$ cat src/rtl/ate_seq.sv
// Frame sequencer for the adaptive-threshold engine: reads an image in 8x8 block order,
// streams it to the engine and writes each binarized pixel back to its raster address.
// Optional threshold log ports are enabled by defining ATE_THR_LOG_EN.
module ate_seq #(
  parameter int IMG_W = 48,
  parameter int IMG_H = 32,
  parameter int BLK   = 8,
  parameter int AW    = 11,
  parameter int LAT   = 65
) (
  input  logic          clk,
  input  logic          reset,
  input  logic          start,
  output logic          busy,
  output logic          done,
  output logic [AW-1:0] rom_addr,
  output logic          rom_rd,
  input  logic [7:0]    rom_data,
  output logic          eng_rst,
  output logic [7:0]    pix_data,
  input  logic          bin_in,
  input  logic [7:0]    thr_in,
  output logic [AW-1:0] ram_addr,
  output logic          ram_we,
  output logic          ram_wdata
`ifdef ATE_THR_LOG_EN
  ,
  output logic          thr_we,
  output logic [AW-7:0] thr_addr,
  output logic [7:0]    thr_wdata
`endif
);

  localparam int N   = IMG_W * IMG_H;
  localparam int NBX = IMG_W / BLK;
  localparam int NBY = IMG_H / BLK;
  localparam int CW  = (BLK > 1) ? $clog2(BLK) : 1;
  localparam int XW  = (NBX > 1) ? $clog2(NBX) : 1;
  localparam int YW  = (NBY > 1) ? $clog2(NBY) : 1;
  localparam int TW  = $clog2(N + LAT + 1);

  localparam logic [CW-1:0] C_MAX     = CW'(BLK - 1);
  localparam logic [XW-1:0] X_MAX     = XW'(NBX - 1);
  localparam logic [YW-1:0] Y_MAX     = YW'(NBY - 1);
  localparam logic [AW-1:0] ROW_STEP  = AW'(IMG_W - BLK + 1);
  localparam logic [AW-1:0] BLK_STEP  = AW'(1 - (BLK - 1) * IMG_W);
  localparam logic [TW-1:0] T_LAST_RD = TW'(N - 1);
  localparam logic [TW-1:0] T_END     = TW'(N + LAT - 1);
  localparam logic [TW-1:0] T_LAT     = TW'(LAT);

  typedef enum logic [2:0] {
    IDLE   = 3'd0,
    FILL   = 3'd1,
    STREAM = 3'd2,
    DRAIN  = 3'd3,
    DONE   = 3'd4
  } state_t;

  typedef struct packed {
    logic [YW-1:0] brow;
    logic [XW-1:0] bcol;
    logic [CW-1:0] r;
    logic [CW-1:0] c;
    logic [AW-1:0] addr;
  } pos_t;

  // Step one pixel along block order; the address moves by constant deltas, and the
  // position saturates on the last pixel of the frame.
  function automatic pos_t adv(input pos_t p);
    pos_t n;
    n = p;
    if (p.c != C_MAX) begin
      n.c    = p.c + CW'(1);
      n.addr = p.addr + AW'(1);
    end else if (p.r != C_MAX) begin
      n.c    = '0;
      n.r    = p.r + CW'(1);
      n.addr = p.addr + ROW_STEP;
    end else if (p.bcol != X_MAX) begin
      n.c    = '0;
      n.r    = '0;
      n.bcol = p.bcol + XW'(1);
      n.addr = p.addr + BLK_STEP;
    end else if (p.brow != Y_MAX) begin
      n.c    = '0;
      n.r    = '0;
      n.bcol = '0;
      n.brow = p.brow + YW'(1);
      n.addr = p.addr + AW'(1);
    end else begin
      n = p;
    end
    return n;
  endfunction

  state_t        state, state_next;
  logic [TW-1:0] tick, tick_next;
  pos_t          rd, rd_next;
  pos_t          wr, wr_next;
  logic          busy_next, done_next, eng_rst_next, rom_rd_next, ram_we_next;

  // Next-state, counter and registered-output decode
  always_comb begin
    state_next = state;
    tick_next  = tick;
    rd_next    = rd;
    wr_next    = ram_we ? adv(wr) : wr;
    case (state)
      IDLE: begin
        if (start) begin
          state_next = FILL;
        end else begin
          state_next = IDLE;
        end
      end
      FILL: begin
        state_next = STREAM;
        tick_next  = '0;
        rd_next    = adv(rd);
      end
      STREAM: begin
        tick_next = tick + TW'(1);
        rd_next   = adv(rd);
        if (tick == T_LAST_RD) begin
          state_next = DRAIN;
        end else begin
          state_next = STREAM;
        end
      end
      DRAIN: begin
        if (tick == T_END) begin
          state_next = DONE;
          tick_next  = '0;
        end else begin
          state_next = DRAIN;
          tick_next  = tick + TW'(1);
        end
      end
      DONE: begin
        state_next = IDLE;
        tick_next  = '0;
        rd_next    = '0;
        wr_next    = '0;
      end
      default: begin
        state_next = IDLE;
        tick_next  = '0;
        rd_next    = '0;
        wr_next    = '0;
      end
    endcase

    busy_next    = (state_next == FILL) || (state_next == STREAM) || (state_next == DRAIN);
    done_next    = (state_next == DONE);
    eng_rst_next = !((state_next == STREAM) || (state_next == DRAIN));
    rom_rd_next  = (state_next == FILL) || ((state_next == STREAM) && (tick_next != T_LAST_RD));
    // Write for pixel k lands in frame cycle k+LAT, which is exactly when its bin arrives
    ram_we_next  = ((state_next == STREAM) || (state_next == DRAIN)) && (tick_next >= T_LAT);
  end

  // State, counters and output registers
  always_ff @(posedge clk or posedge reset) begin
    if (reset) begin
      state   <= IDLE;
      tick    <= '0;
      rd      <= '0;
      wr      <= '0;
      busy    <= 1'b0;
      done    <= 1'b0;
      eng_rst <= 1'b1;
      rom_rd  <= 1'b0;
      ram_we  <= 1'b0;
    end else begin
      state   <= state_next;
      tick    <= tick_next;
      rd      <= rd_next;
      wr      <= wr_next;
      busy    <= busy_next;
      done    <= done_next;
      eng_rst <= eng_rst_next;
      rom_rd  <= rom_rd_next;
      ram_we  <= ram_we_next;
    end
  end

  assign rom_addr  = rd.addr;
  assign ram_addr  = wr.addr;
  assign pix_data  = (state == STREAM) ? rom_data : 8'd0;
  assign ram_wdata = ram_we & bin_in;

`ifdef ATE_THR_LOG_EN
  logic [AW-7:0] blk_idx, blk_idx_next;

  // Block index of the write-side pixel, bumped as each block's last pixel is written
  always_comb begin
    if (state == DONE) begin
      blk_idx_next = '0;
    end else if (ram_we && (wr.r == C_MAX) && (wr.c == C_MAX)) begin
      blk_idx_next = blk_idx + (AW-6)'(1);
    end else begin
      blk_idx_next = blk_idx;
    end
  end

  // Block index register
  always_ff @(posedge clk or posedge reset) begin
    if (reset) begin
      blk_idx <= '0;
    end else begin
      blk_idx <= blk_idx_next;
    end
  end

  assign thr_we    = ram_we && (wr.r == CW'(0)) && (wr.c == CW'(0));
  assign thr_addr  = blk_idx;
  assign thr_wdata = thr_we ? thr_in : 8'd0;
`else
  logic unused_thr;
  assign unused_thr = ^thr_in;
`endif

endmodule

$ cat config.mk
export PLATFORM = sky130hd
export DESIGN_NAME = ate_seq
export DESIGN_NICKNAME = d
export VERILOG_FILES = /design/src/rtl/ate_seq.sv
export SDC_FILE = /design/constraint.sdc
export NUM_CORES = 1
export LEC_CHECK = 0
export ABC_AREA = 1
export BUFFER_PORTS_ARGS = -buffer_cell sky130_fd_sc_hd__buf_2
export CAP_MARGIN = 40
export CORE_UTILIZATION = 50
export CTS_CLUSTER_DIAMETER = 200
export DETAILED_ROUTE_END_ITERATION = 10
export HOLD_SLACK_MARGIN = 0.06
export PLACE_DENSITY_LB_ADDON = 0.2
export SETUP_SLACK_MARGIN = 0.5
export SYNTH_ARGS = -nofsm -noshare
export SYNTH_HDL_FRONTEND = slang
export SYNTH_SLANG_ARGS = --single-unit
export TNS_END_PERCENT = 100
$ cat constraint.sdc
create_clock -name clk -period 2.34 [get_ports clk]
set_clock_uncertainty 0.1 [all_clocks]
set_input_delay 0.351 -clock clk [delete_from_list [all_inputs] [get_ports clk]]
set_output_delay 0.351 -clock clk [all_outputs]
set_load 0.1 [all_outputs]
==> flow_summary.ini <==
[outcome]
status = finished clean

[timing]
fin_crit_sh_pct = 82.04
tightest_slew_ns = 0.5012
layout_setup_ws_ns = 0.4202
min_period_ns = 1.920
rsz0062_at_grt = yes
relSlewSlack_pct = 66.82
drv_slew = 0
finalSetupViolCount = 0
max_freq_ghz = 0.5209
tns_ns = 0
hold_viol_final = 0
whs_ns = 0.1224

[pwr]
cellPowerDensity_mw_per_mm2 = 377.8
max-vdd-ir-drop_mv = 0.3791
p_leak_nw = 2.869

[floorplan]
start_util_pct = 52.53
pin_count = 56
die_h_um = 98.65
fp.dieArea_mm2 = 0.009732
die_width_um = 98.65
core_area_mm2 = 0.008891
fp-row-count = 34

[global_routing]
grt_usage_pct = 26.22
grt_pass1_wl_mm = 20.43
gr-total-overflow = 0
grt_pass1_vias = 4428
antenna_found_initial = 0
grt_max_degree = 64

[final_layout]
layout_common_cells = nand2_1 (166), nand3_1 (73), inv_1 (67)
final_common_cell = nand2_1
nFillCells = 716
area_delta_synth_final_pct = 27.22
layout-drive-gt1-share_pct = 29.74
nets = 772
diodes = 0

[setup_path]
path_class = flop to flop
start_kind = flop
crit_arrival_ns = 2.06
reg2reg_depth = 12
crit_family = simple AND/OR/NAND/NOR gates
cp_max_fo = 3
critPathSlowestCell = dfrtp_1
crit_buf_inv = 2
worst_path_largest_cell_delay_ns = 0.42
end_kind = flop
cp.required_ns = 2.48
crit_path_cell_trace = inv_2 -> ha_4 -> nand2_2 -> nor2_2 -> nand3_2 -> buf_4 -> nand3_1 -> nand3_2 -> nor2_1 -> nand3_1 -> nand2_1 -> a21oi_2
worst-path-stages = 12

[detailed_routing]
vias_per_cell = 5.561
drcViolationCount = 0
dr_total_vias = 4732
wl_per_cell_um = 14.86
drtIter0Drc = 219
dr.pass1.iters = 6
totalWireLength_mm = 12.65
postRouteAntennaNets = 0

[yosys]
syn_area_per_cell_um2 = 6.909
synth_warnings = 0
yosys.area.top_type = dfrtp_1
async_flop_share_pct = 100.0
synth_area_mm2 = 0.004671
synth_area_leaders = dfrtp_1 (33%), nand2_1 (14%), nand3_1 (8.5%)
synth_ff_type = dfrtp_1
synth-seq-area-share_pct = 33.78
synth_top_area_share_pct = 33.22
synth_cells = 676
syn-num-nets = 710
ys_ff_latch = 63
synth_edf_count = 0
synthDistinctLibCells = 44

[hold_path]
hold_path_class = primary input to flop
hold_path_depth = 3

[cts]
cts_tree = done
cts_root_buffer = clkbuf_8
clkLatencyLatePin_ns = 0.36
cts_buffers = 9
clock_path_buffers = 2
path_clk_slew_ns = 0.08
cts_sinks = 63
htree_num_levels = 3

[placement]
io_buffers = 47
gp_congestion = 0.9038
dp_slack_ns = 0.2375
post-dp-hpwl_mm = 7.937

[job]
drv_cap = 0
==> routing by layer <==
metal,global-route usage [%],wire (µm)
met1,33.41,5382
met2,44.10,6259
met3,3.901,701
met4,12.06,307
met5,0,0
==> cell usage after synthesis (7+ instances only) <==
| cell type | number |
|---|---|
| o21ai_0 | 26 |
| inv_1 | 79 |
| nand3_1 | 79 |
| nand2_1 | 178 |
| o21ai_1 | 7 |
| dfrtp_1 | 62 |
| buf_4 | 24 |
| nand4_1 | 12 |
| nor2_1 | 69 |
| xor2_1 | 19 |
| buf_2 | 9 |
| ha_1 | 14 |
| a21oi_1 | 24 |
| inv_2 | 8 |
==> power by group <==
| part | total [mW] | switching, mW | internal [mW] | leakage, nW |
|---|---|---|---|---|
| Clock | 1.02 | 0.472 | 0.546 | 0.106 |
| Sequential | 1.09 | 0 | 1.09 | 0.810 |
| Combinational | 0.139 | 0.0921 | 0.0465 | 1.95 |
| Total | 2.24 | 0.564 | 1.68 | 2.87 |
==> cell type report <==
| cell class | instances | area (µm²) | share of cell area (%) |
|---|---|---|---|
| Timing Repair Buffer | 87 | 716.9 | 12.07 |
| Sequential cell | 63 | 1589 | 26.74 |
| Clock inverter | 4 | 45.04 | 0.7581 |
| Multi-Input combinational cell | 488 | 2929 | 49.29 |
| Inverter | 88 | 362.8 | 6.107 |
| Tap cell | 108 | 135.1 | 2.274 |
| Timing Repair inverter | 1 | 8.758 | 0.1474 |
| Clock buffer | 12 | 155.1 | 2.611 |
==> cells by family (layout without fill, tap and decap cells) <==
logic type,Yosys count,count (layout),synth area share [%]
fa+ha+maj,14,14,3.750
buf+inv,125,192,12.46
simple gates,369,369,35.33
xor+xnor,20,20,3.750
compound gates,85,85,10.93
flops,63,63,33.78
==> worst paths after layout <==
path,start,endpoint,slack [ns]
max,tick[0],ram_we,0.42
min,start,rom_rd,0.12
max reg2reg,tick[0],ram_we,0.42
min reg2reg,wr[21],wr[21],0.39
max in group asynchronous,reset,eng_rst,1.28
min in group asynchronous,reset,tick[10],0.52
==> tightest hold or removal path, delay by kind of cell <==
family,cells,cell delay [ns]
buf+inv,1,0.08
simple gates,2,0.12
==> state kept, by name (all words and copies together) (netlist names) <==
signal,cells
rom_rd,1
tick,11
wr,11
rom_addr,11
done,1
ram_addr,11
rd,11
busy,1
ram_we,1
eng_rst,1
state,3
==> metrics by stage <==
stage | cell area, µm² | utilization, % | power, mW | cells
final | 5942 | 66.83 | 2.245 | 851
after global routing | 5942 | 66.83 | 2.309 | 851
after CTS | 5535 | 62.26 | 2.253 | 837
after detailed placement | 5052 | 56.83 | 1.247 | 804
after global placement | 5052 | 56.83 | 1.246 | 804
after floorplan | 4732 | - | 1.192 | 676
==> timing repair <==
action | CTS | global route
gates cloned | 1 | 1
hold buffers | 1 | 0
resized for setup | 37 | 88
endpoints found under the setup margin | 42 | 48
endpoints found under the hold margin | 62 | 0
buffers inserted | 15 | 13
pin swaps | 6 | 18
Note: power is estimated with default switching activity, not from simulation.
